--- src/rtl/rf_pkg.sv ---
// Shared types and constants for the register-file writeback path.
package rf_pkg;
  localparam int XLEN = 32;
  localparam int AW   = 5;
  localparam int NREG = 32;

  typedef struct packed {
    logic [AW-1:0]   dest;
    logic [XLEN-1:0] data;
  } wb_entry_t;

  typedef enum logic {
    GNT_ALU = 1'b0,
    GNT_LD  = 1'b1
  } gnt_src_t;
endpackage

--- src/rtl/wb_fifo.sv ---
// Writeback FIFO: DEPTH entries of {dest,data}, power-of-two depth.
// Also exposes every slot in age order (oldest first) with a valid bit,
// so the bypass search can scan the queue without knowing the pointers.
module wb_fifo
  import rf_pkg::*;
#(
  parameter int DEPTH = 4,
  localparam int PW   = $clog2(DEPTH),
  localparam int CW   = PW + 1
) (
  input  logic                   clk,
  input  logic                   reset_l,
  input  logic                   push,
  input  wb_entry_t              push_ent,
  input  logic                   pop,
  output wb_entry_t              head_ent,
  output logic [CW-1:0]          count,
  output wb_entry_t [DEPTH-1:0]  ent_ord,
  output logic [DEPTH-1:0]       vld_ord
);

  wb_entry_t       mem [DEPTH];
  logic [PW-1:0]   head, tail;

  // Pointer and occupancy bookkeeping; pointers wrap modulo DEPTH.
  always_ff @(posedge clk or negedge reset_l) begin
    if (!reset_l) begin
      head  <= '0;
      tail  <= '0;
      count <= '0;
    end else begin
      if (push) tail <= tail + 1'b1;
      if (pop)  head <= head + 1'b1;
      case ({push, pop})
        2'b10:   count <= count + 1'b1;
        2'b01:   count <= count - 1'b1;
        default: count <= count;
      endcase
    end
  end

  // Entry storage; payload needs no reset since validity comes from count.
  always_ff @(posedge clk) begin
    if (push) mem[tail] <= push_ent;
  end

  assign head_ent = mem[head];

  // Age-ordered view: slot k is the k-th oldest queued entry.
  always_comb begin
    for (int k = 0; k < DEPTH; k++) begin
      ent_ord[k] = mem[head + PW'(k)];
      vld_ord[k] = (CW'(k) < count);
    end
  end

  a_no_push_full: assert property (@(posedge clk) disable iff (!reset_l)
    push |-> (count != CW'(DEPTH)));
  a_no_pop_empty: assert property (@(posedge clk) disable iff (!reset_l)
    pop |-> (count != '0));
  a_count_range:  assert property (@(posedge clk) disable iff (!reset_l)
    count <= CW'(DEPTH));

endmodule

--- src/rtl/rf_writeback_ctrl.sv ---
// Register-file write-side controller: round-robin arbitration of ALU and
// load results into a writeback FIFO, a registered RF write stage, and a
// two-port bypass lookup over everything not yet committed to the RF.
module rf_writeback_ctrl
  import rf_pkg::*;
#(
  parameter int DEPTH = 4,
  parameter int XLEN  = rf_pkg::XLEN,
  parameter int AW    = rf_pkg::AW,
  localparam int CW   = $clog2(DEPTH) + 1
) (
  input  logic            clk,
  input  logic            reset_l,
  input  logic            alu_valid,
  output logic            alu_ready,
  input  logic [AW-1:0]   alu_dest,
  input  logic [XLEN-1:0] alu_data,
  input  logic            ld_valid,
  output logic            ld_ready,
  input  logic [AW-1:0]   ld_dest,
  input  logic [XLEN-1:0] ld_data,
  input  logic            rf_hold,
  output logic            rf_we,
  output logic [AW-1:0]   rf_dest,
  output logic [XLEN-1:0] rf_wdata,
  input  logic [AW-1:0]   byp_addr1,
  input  logic [AW-1:0]   byp_addr2,
  output logic            byp_hit1,
  output logic            byp_hit2,
  output logic [XLEN-1:0] byp_data1,
  output logic [XLEN-1:0] byp_data2,
  output logic [CW-1:0]   count
);

  gnt_src_t              rr_q;
  logic                  full, contested;
  logic                  alu_acc, ld_acc, push, pop;
  wb_entry_t             push_ent, head_ent, out_q;
  wb_entry_t [DEPTH-1:0] ent_ord;
  logic [DEPTH-1:0]      vld_ord;

  // Readies look only at registered occupancy, never at this cycle's pop,
  // so rf_hold has no combinational path into them.
  assign full      = (count == CW'(DEPTH));
  assign contested = alu_valid & ld_valid;
  assign alu_ready = reset_l & ~full & ~(contested & (rr_q == GNT_LD));
  assign ld_ready  = reset_l & ~full & ~(contested & (rr_q == GNT_ALU));

  assign alu_acc  = alu_valid & alu_ready;
  assign ld_acc   = ld_valid  & ld_ready;
  assign push_ent = alu_acc ? '{dest: alu_dest, data: alu_data}
                            : '{dest: ld_dest,  data: ld_data};
  // r0 writes complete the handshake but are dropped here.
  assign push     = (alu_acc & (alu_dest != '0)) | (ld_acc & (ld_dest != '0));
  assign pop      = (count != '0) & ~rf_hold;

  // Round-robin pointer flips only when a contested cycle actually granted.
  always_ff @(posedge clk or negedge reset_l) begin
    if (!reset_l)               rr_q <= GNT_ALU;
    else if (contested && !full) rr_q <= (rr_q == GNT_ALU) ? GNT_LD : GNT_ALU;
  end

  wb_fifo #(.DEPTH(DEPTH)) u_fifo (
    .clk      (clk),
    .reset_l  (reset_l),
    .push     (push),
    .push_ent (push_ent),
    .pop      (pop),
    .head_ent (head_ent),
    .count    (count),
    .ent_ord  (ent_ord),
    .vld_ord  (vld_ord)
  );

  // Output stage: head moves to the RF write port; holds value when idle.
  always_ff @(posedge clk or negedge reset_l) begin
    if (!reset_l) begin
      rf_we <= 1'b0;
      out_q <= '0;
    end else begin
      rf_we <= pop;
      if (pop) out_q <= head_ent;
    end
  end

  assign rf_dest  = out_q.dest;
  assign rf_wdata = out_q.data;

  // Scan oldest to youngest (output stage first) so the last match wins.
  function automatic logic [XLEN:0] byp_search(input logic [AW-1:0] a);
    logic            hit;
    logic [XLEN-1:0] d;
    hit = 1'b0;
    d   = '0;
    if (rf_we && out_q.dest == a) begin
      hit = 1'b1;
      d   = out_q.data;
    end
    for (int k = 0; k < DEPTH; k++) begin
      if (vld_ord[k] && ent_ord[k].dest == a) begin
        hit = 1'b1;
        d   = ent_ord[k].data;
      end
    end
    if (a == '0) begin
      hit = 1'b0;
      d   = '0;
    end
    return {hit, d};
  endfunction

  // Bypass lookups for both read ports.
  always_comb begin
    {byp_hit1, byp_data1} = byp_search(byp_addr1);
    {byp_hit2, byp_data2} = byp_search(byp_addr2);
  end

endmodule

--- config.mk ---
export PLATFORM = sky130hd
export DESIGN_NAME = rf_writeback_ctrl
export DESIGN_NICKNAME = d
export VERILOG_FILES = /design/src/rtl/rf_pkg.sv /design/src/rtl/wb_fifo.sv /design/src/rtl/rf_writeback_ctrl.sv
export SDC_FILE = /design/constraint.sdc
export NUM_CORES = 1
export LEC_CHECK = 0
export ABC_AREA = 1
export BUFFER_PORTS_ARGS = -buffer_cell sky130_fd_sc_hd__clkbuf_2
export CORE_MARGIN = 8
export CORE_UTILIZATION = 45
export CTS_BUF_LIST = sky130_fd_sc_hd__clkbuf_4
export DETAILED_ROUTE_END_ITERATION = 7
export SKIP_LAST_GASP = 1
export SLEW_MARGIN = 15
export SYNTH_ARGS = -nofsm -noshare
export SYNTH_HDL_FRONTEND = slang
export SYNTH_SLANG_ARGS = --single-unit
export TNS_END_PERCENT = 30
--- constraint.sdc ---
create_clock -name clk -period 6.8 [get_ports clk]
set_input_delay 0.68 -clock clk [delete_from_list [all_inputs] [get_ports clk]]
set_output_delay 0.68 -clock clk [all_outputs]
set_load 0.05 [all_outputs]
==> results.sh <==
export IMPL_die_area_um2=39100
export IMPL_cpLargestDelayFamily="buffers and inverters"
export IMPL_drt_iter0_drc=2277
export IMPL_finalSetupTns_ns=0
export IMPL_cts_setup_buffers=0
export IMPL_setup_slack_ns=1.14
export IMPL_synth_area_top_cells="edfxtp_1, nand2_1, o21ai_0"
export IMPL_synthTopCellsByCount="nand2_1, nor2_1, o21ai_0"
export IMPL_design_core_area_um2=32500
export IMPL_p_clk_share_pct=7.6
export IMPL_antenna_found_initial=1
export IMPL_synth_top_area_cell="edfxtp_1"
export IMPL_die_y_um=198
export IMPL_yosys_warnings=0
export IMPL_die_x_um=198
export IMPL_critical_path_max_stage_delay_ns=0.76
export IMPL_clkTransAtPathRegs_ns=0.16
export IMPL_intPower_mw=3.17
export IMPL_htreeDepth=4
export IMPL_pwr_density_cell_nw_per_um2=548
export IMPL_cp_data_arrival_time_ns=4.98
export IMPL_cts_path_max_buffers=2
export IMPL_dpl_hpwl_um=42900
export IMPL_grt_pass1_vias=13500
export IMPL_ir_worst_vdd_v=0.000302
export IMPL_cp_slowest_cell="dfrtp_4"
export IMPL_relSlewSlack_pct=27.5
export IMPL_synth_net_count=2394
export IMPL_gp_congestion=0.962
export IMPL_cts_sinks=194
export IMPL_min_period_ns=5.66
export IMPL_hold_viol=0
export IMPL_drt_pre_antenna_iters=6
export IMPL_viasPerCell=5.52
export IMPL_max_cap_violations=0
export IMPL_criticalPathCategory="register to output port"
export IMPL_finalClockSkew_ns=0.0197
export IMPL_cts_tree="built"
export IMPL_endpoint_kind="output port"
export IMPL_grt_remaining_overflow=0
export IMPL_syn_to_final_growth_pct=9.53
export IMPL_boundaryPins=198
export IMPL_path_buf_inv=6
export IMPL_nets=2482
export IMPL_cp_cell_sequence="clkinv_2, buf_4, nand2_1, nand2_1, inv_1, o21ai_1, xor2_1, nor2_1, nand3_2, inv_2, buf_4, nor2_1, a21oi_1, clkbuf_2"
export IMPL_regArea_um2=5600
export IMPL_cts_resized=0
export IMPL_synth_area_um2=14900
export IMPL_synth_seq_area_share_pct=37.6
export IMPL_routedWlPerCell_um=20.3
export IMPL_fin_crit_sh_pct=83.3
export IMPL_row_count=66
export IMPL_leakagePower_nw=7.76
export IMPL_worst_pin_slew_ns=1.08
export IMPL_outcome="finished clean"
export IMPL_worstSetupStartpointType="register"
export IMPL_drv_slew=0
export IMPL_pre_cts_ws_ns=1.92
export IMPL_vias=15700
export IMPL_synthArstFlopShare_pct=23.7
export IMPL_drc=0
export IMPL_ys_flop_type="edfxtp_1"
export IMPL_ys_seq_elements=194
export IMPL_p_switching_mw=5.76
export IMPL_n_fill_cell=3365
export IMPL_hp_class="primary input to asynchronous set/reset pin"
export IMPL_rsz0062_at_grt="false"
export IMPL_p_comb_share_pct=71.6
export IMPL_hold_buffers=0
export IMPL_worstSkewPairLatency_ns=0.62
export IMPL_drt_total_wl_um=57600
export IMPL_multi_input_area_um2=7830
export IMPL_grt_first_pass_wirelength_um=85300
export IMPL_postLayoutCoreUtil_pct=50.1
export IMPL_regToRegSetupSlack_ns=3.27
export IMPL_p_sw_share_pct=64.5
export IMPL_grt_max_degree=105
export IMPL_cts_made_buffers=17
export IMPL_setup_viol=0
export IMPL_crit_required_ns=6.12
export IMPL_fmax_ghz=0.177
export IMPL_start_util_pct=45.7
export IMPL_grt_usage_pct=28.8
export IMPL_drive_gt1_share_pct=12.1
export IMPL_synth_cells=2296
export IMPL_syn_area_per_cell_um2=6.48
export IMPL_sequentialPowerShare_pct=20.9
export IMPL_cts_root_buf="clkbuf_4"
export IMPL_synth_edff_count=148
export IMPL_synth_top_area_share_pct=29.9
export IMPL_port_buffers=197
export IMPL_final_antenna_net_count=0
export IMPL_synth_most_common_cell="nand2_1"
export IMPL_crit_fanout=82
export IMPL_ys_types=40
-- registers in the layout, indices dropped and copies added (netlist names) --
| register | count |
|---|---|
| u_fifo.mem | 148 |
| rf_wdata | 32 |
| rf_dest | 5 |
| u_fifo.count | 3 |
| u_fifo.head | 2 |
| u_fifo.tail | 2 |
| rf_we | 1 |
| rr_q | 1 |
-- routing by layer --
metal	vias up	GRT usage (%)	part of all wire, %
met1	7175	47.3	49
met2	851	36.8	38
met5	-	0	0
met4	0	6.97	1.9
met3	45	5.74	11
li1	7619	-	-
-- kinds of logic (layout without fill, tap and decap cells) --
group                    Yosys count  count (layout)  share of synthesized area (%)
AND/OR/NAND/NOR                 1293            1293                           36.0
other                              0               2                              0
AO/OA/AOI/OAI                    413             413                           14.1
buffers and inverters            367             468                           10.3
XOR/XNOR                          18              18                           1.06
multiplexers                       2               2                          0.135
flip-flops                       194             194                           37.6
adder cells (fa/ha/maj)            9               9                          0.757
-- power by group through the flow --
| stage | clock network (mW) | registers (mW) | logic [mW] |
|---|---|---|---|
| 2_1_floorplan | 0 | 2.15 | 4.04 |
| 6_report | 0.674 | 1.86 | 6.39 |
| 3_5_place_dp | 0 | 1.89 | 6.22 |
| 4_1_cts | 0.683 | 1.86 | 6.23 |
| 3_3_place_gp | 0 | 1.88 | 6.19 |
| 5_1_grt | 0.718 | 1.90 | 6.83 |
-- per-stage QoR --
step	cells	hold slack, ns	power, mW	cell area (um2)
floorplan	2296	0.384	6.18	14900
global placement	2807	0.524	8.07	16000
detailed placement	2807	0.530	8.10	16000
CTS	2839	0.137	8.77	16300
global route	2841	0.161	9.45	16300
finish	2841	0.142	8.93	16300
-- cells in the final DEF (no fill, tap or decap), types with 2 or more instances in the layout --
| cell | n |
|---|---|
| nor2_4 | 5 |
| inv_6 | 2 |
| o21ai_1 | 42 |
| a21boi_0 | 2 |
| o22ai_1 | 6 |
| inv_2 | 5 |
| nand4_1 | 73 |
| dfrtp_1 | 44 |
| nor3_1 | 2 |
| diode_2 | 2 |
| buf_4 | 27 |
| nor2_1 | 279 |
| o21a_1 | 2 |
| inv_1 | 202 |
| a21oi_1 | 74 |
| nor2_2 | 7 |
| edfxtp_1 | 148 |
| nand3_2 | 5 |
| o21ai_0 | 281 |
| inv_8 | 2 |
| clkbuf_2 | 197 |
| nand3_1 | 145 |
| dfrtp_4 | 2 |
| bufinv_16 | 2 |
| clkinv_2 | 3 |
| nand2_1 | 743 |
| or2_1 | 10 |
| clkbuf_4 | 19 |
| xnor2_1 | 2 |
| ha_1 | 9 |
| clkinv_1 | 3 |
| or2_0 | 20 |
| clkinv_4 | 2 |
| mux2i_1 | 2 |
| xor2_1 | 16 |
-- path summary, 6_finish.rpt --
check | cells past startpoint | start | endpoint
worst max-delay path | 14 | u_fifo.head[0] | byp_data2[12]
worst min-delay path | 2 | reset_l | rr_q
worst max register to register | 11 | u_fifo.count[0] | u_fifo.mem[1][14]
worst min register to register | 1 | u_fifo.tail[0] | u_fifo.tail[0]
max in group asynchronous | 2 | reset_l | u_fifo.head[1]
min in group clk | 3 | ld_data[17] | u_fifo.mem[0][17]
-- final cells by class --
class / instances / area share, %
Multi-Input combinational cell: 1735 / 48.0
Sequential cell: 194 / 34.4
Timing Repair Buffer: 225 / 7.42
Inverter: 211 / 4.89
Tap cell: 442 / 3.40
Clock inverter: 13 / 0.952
Clock buffer: 19 / 0.876
Antenna cell: 2 / 0.0307
Note: power is estimated with default switching activity, not from simulation.
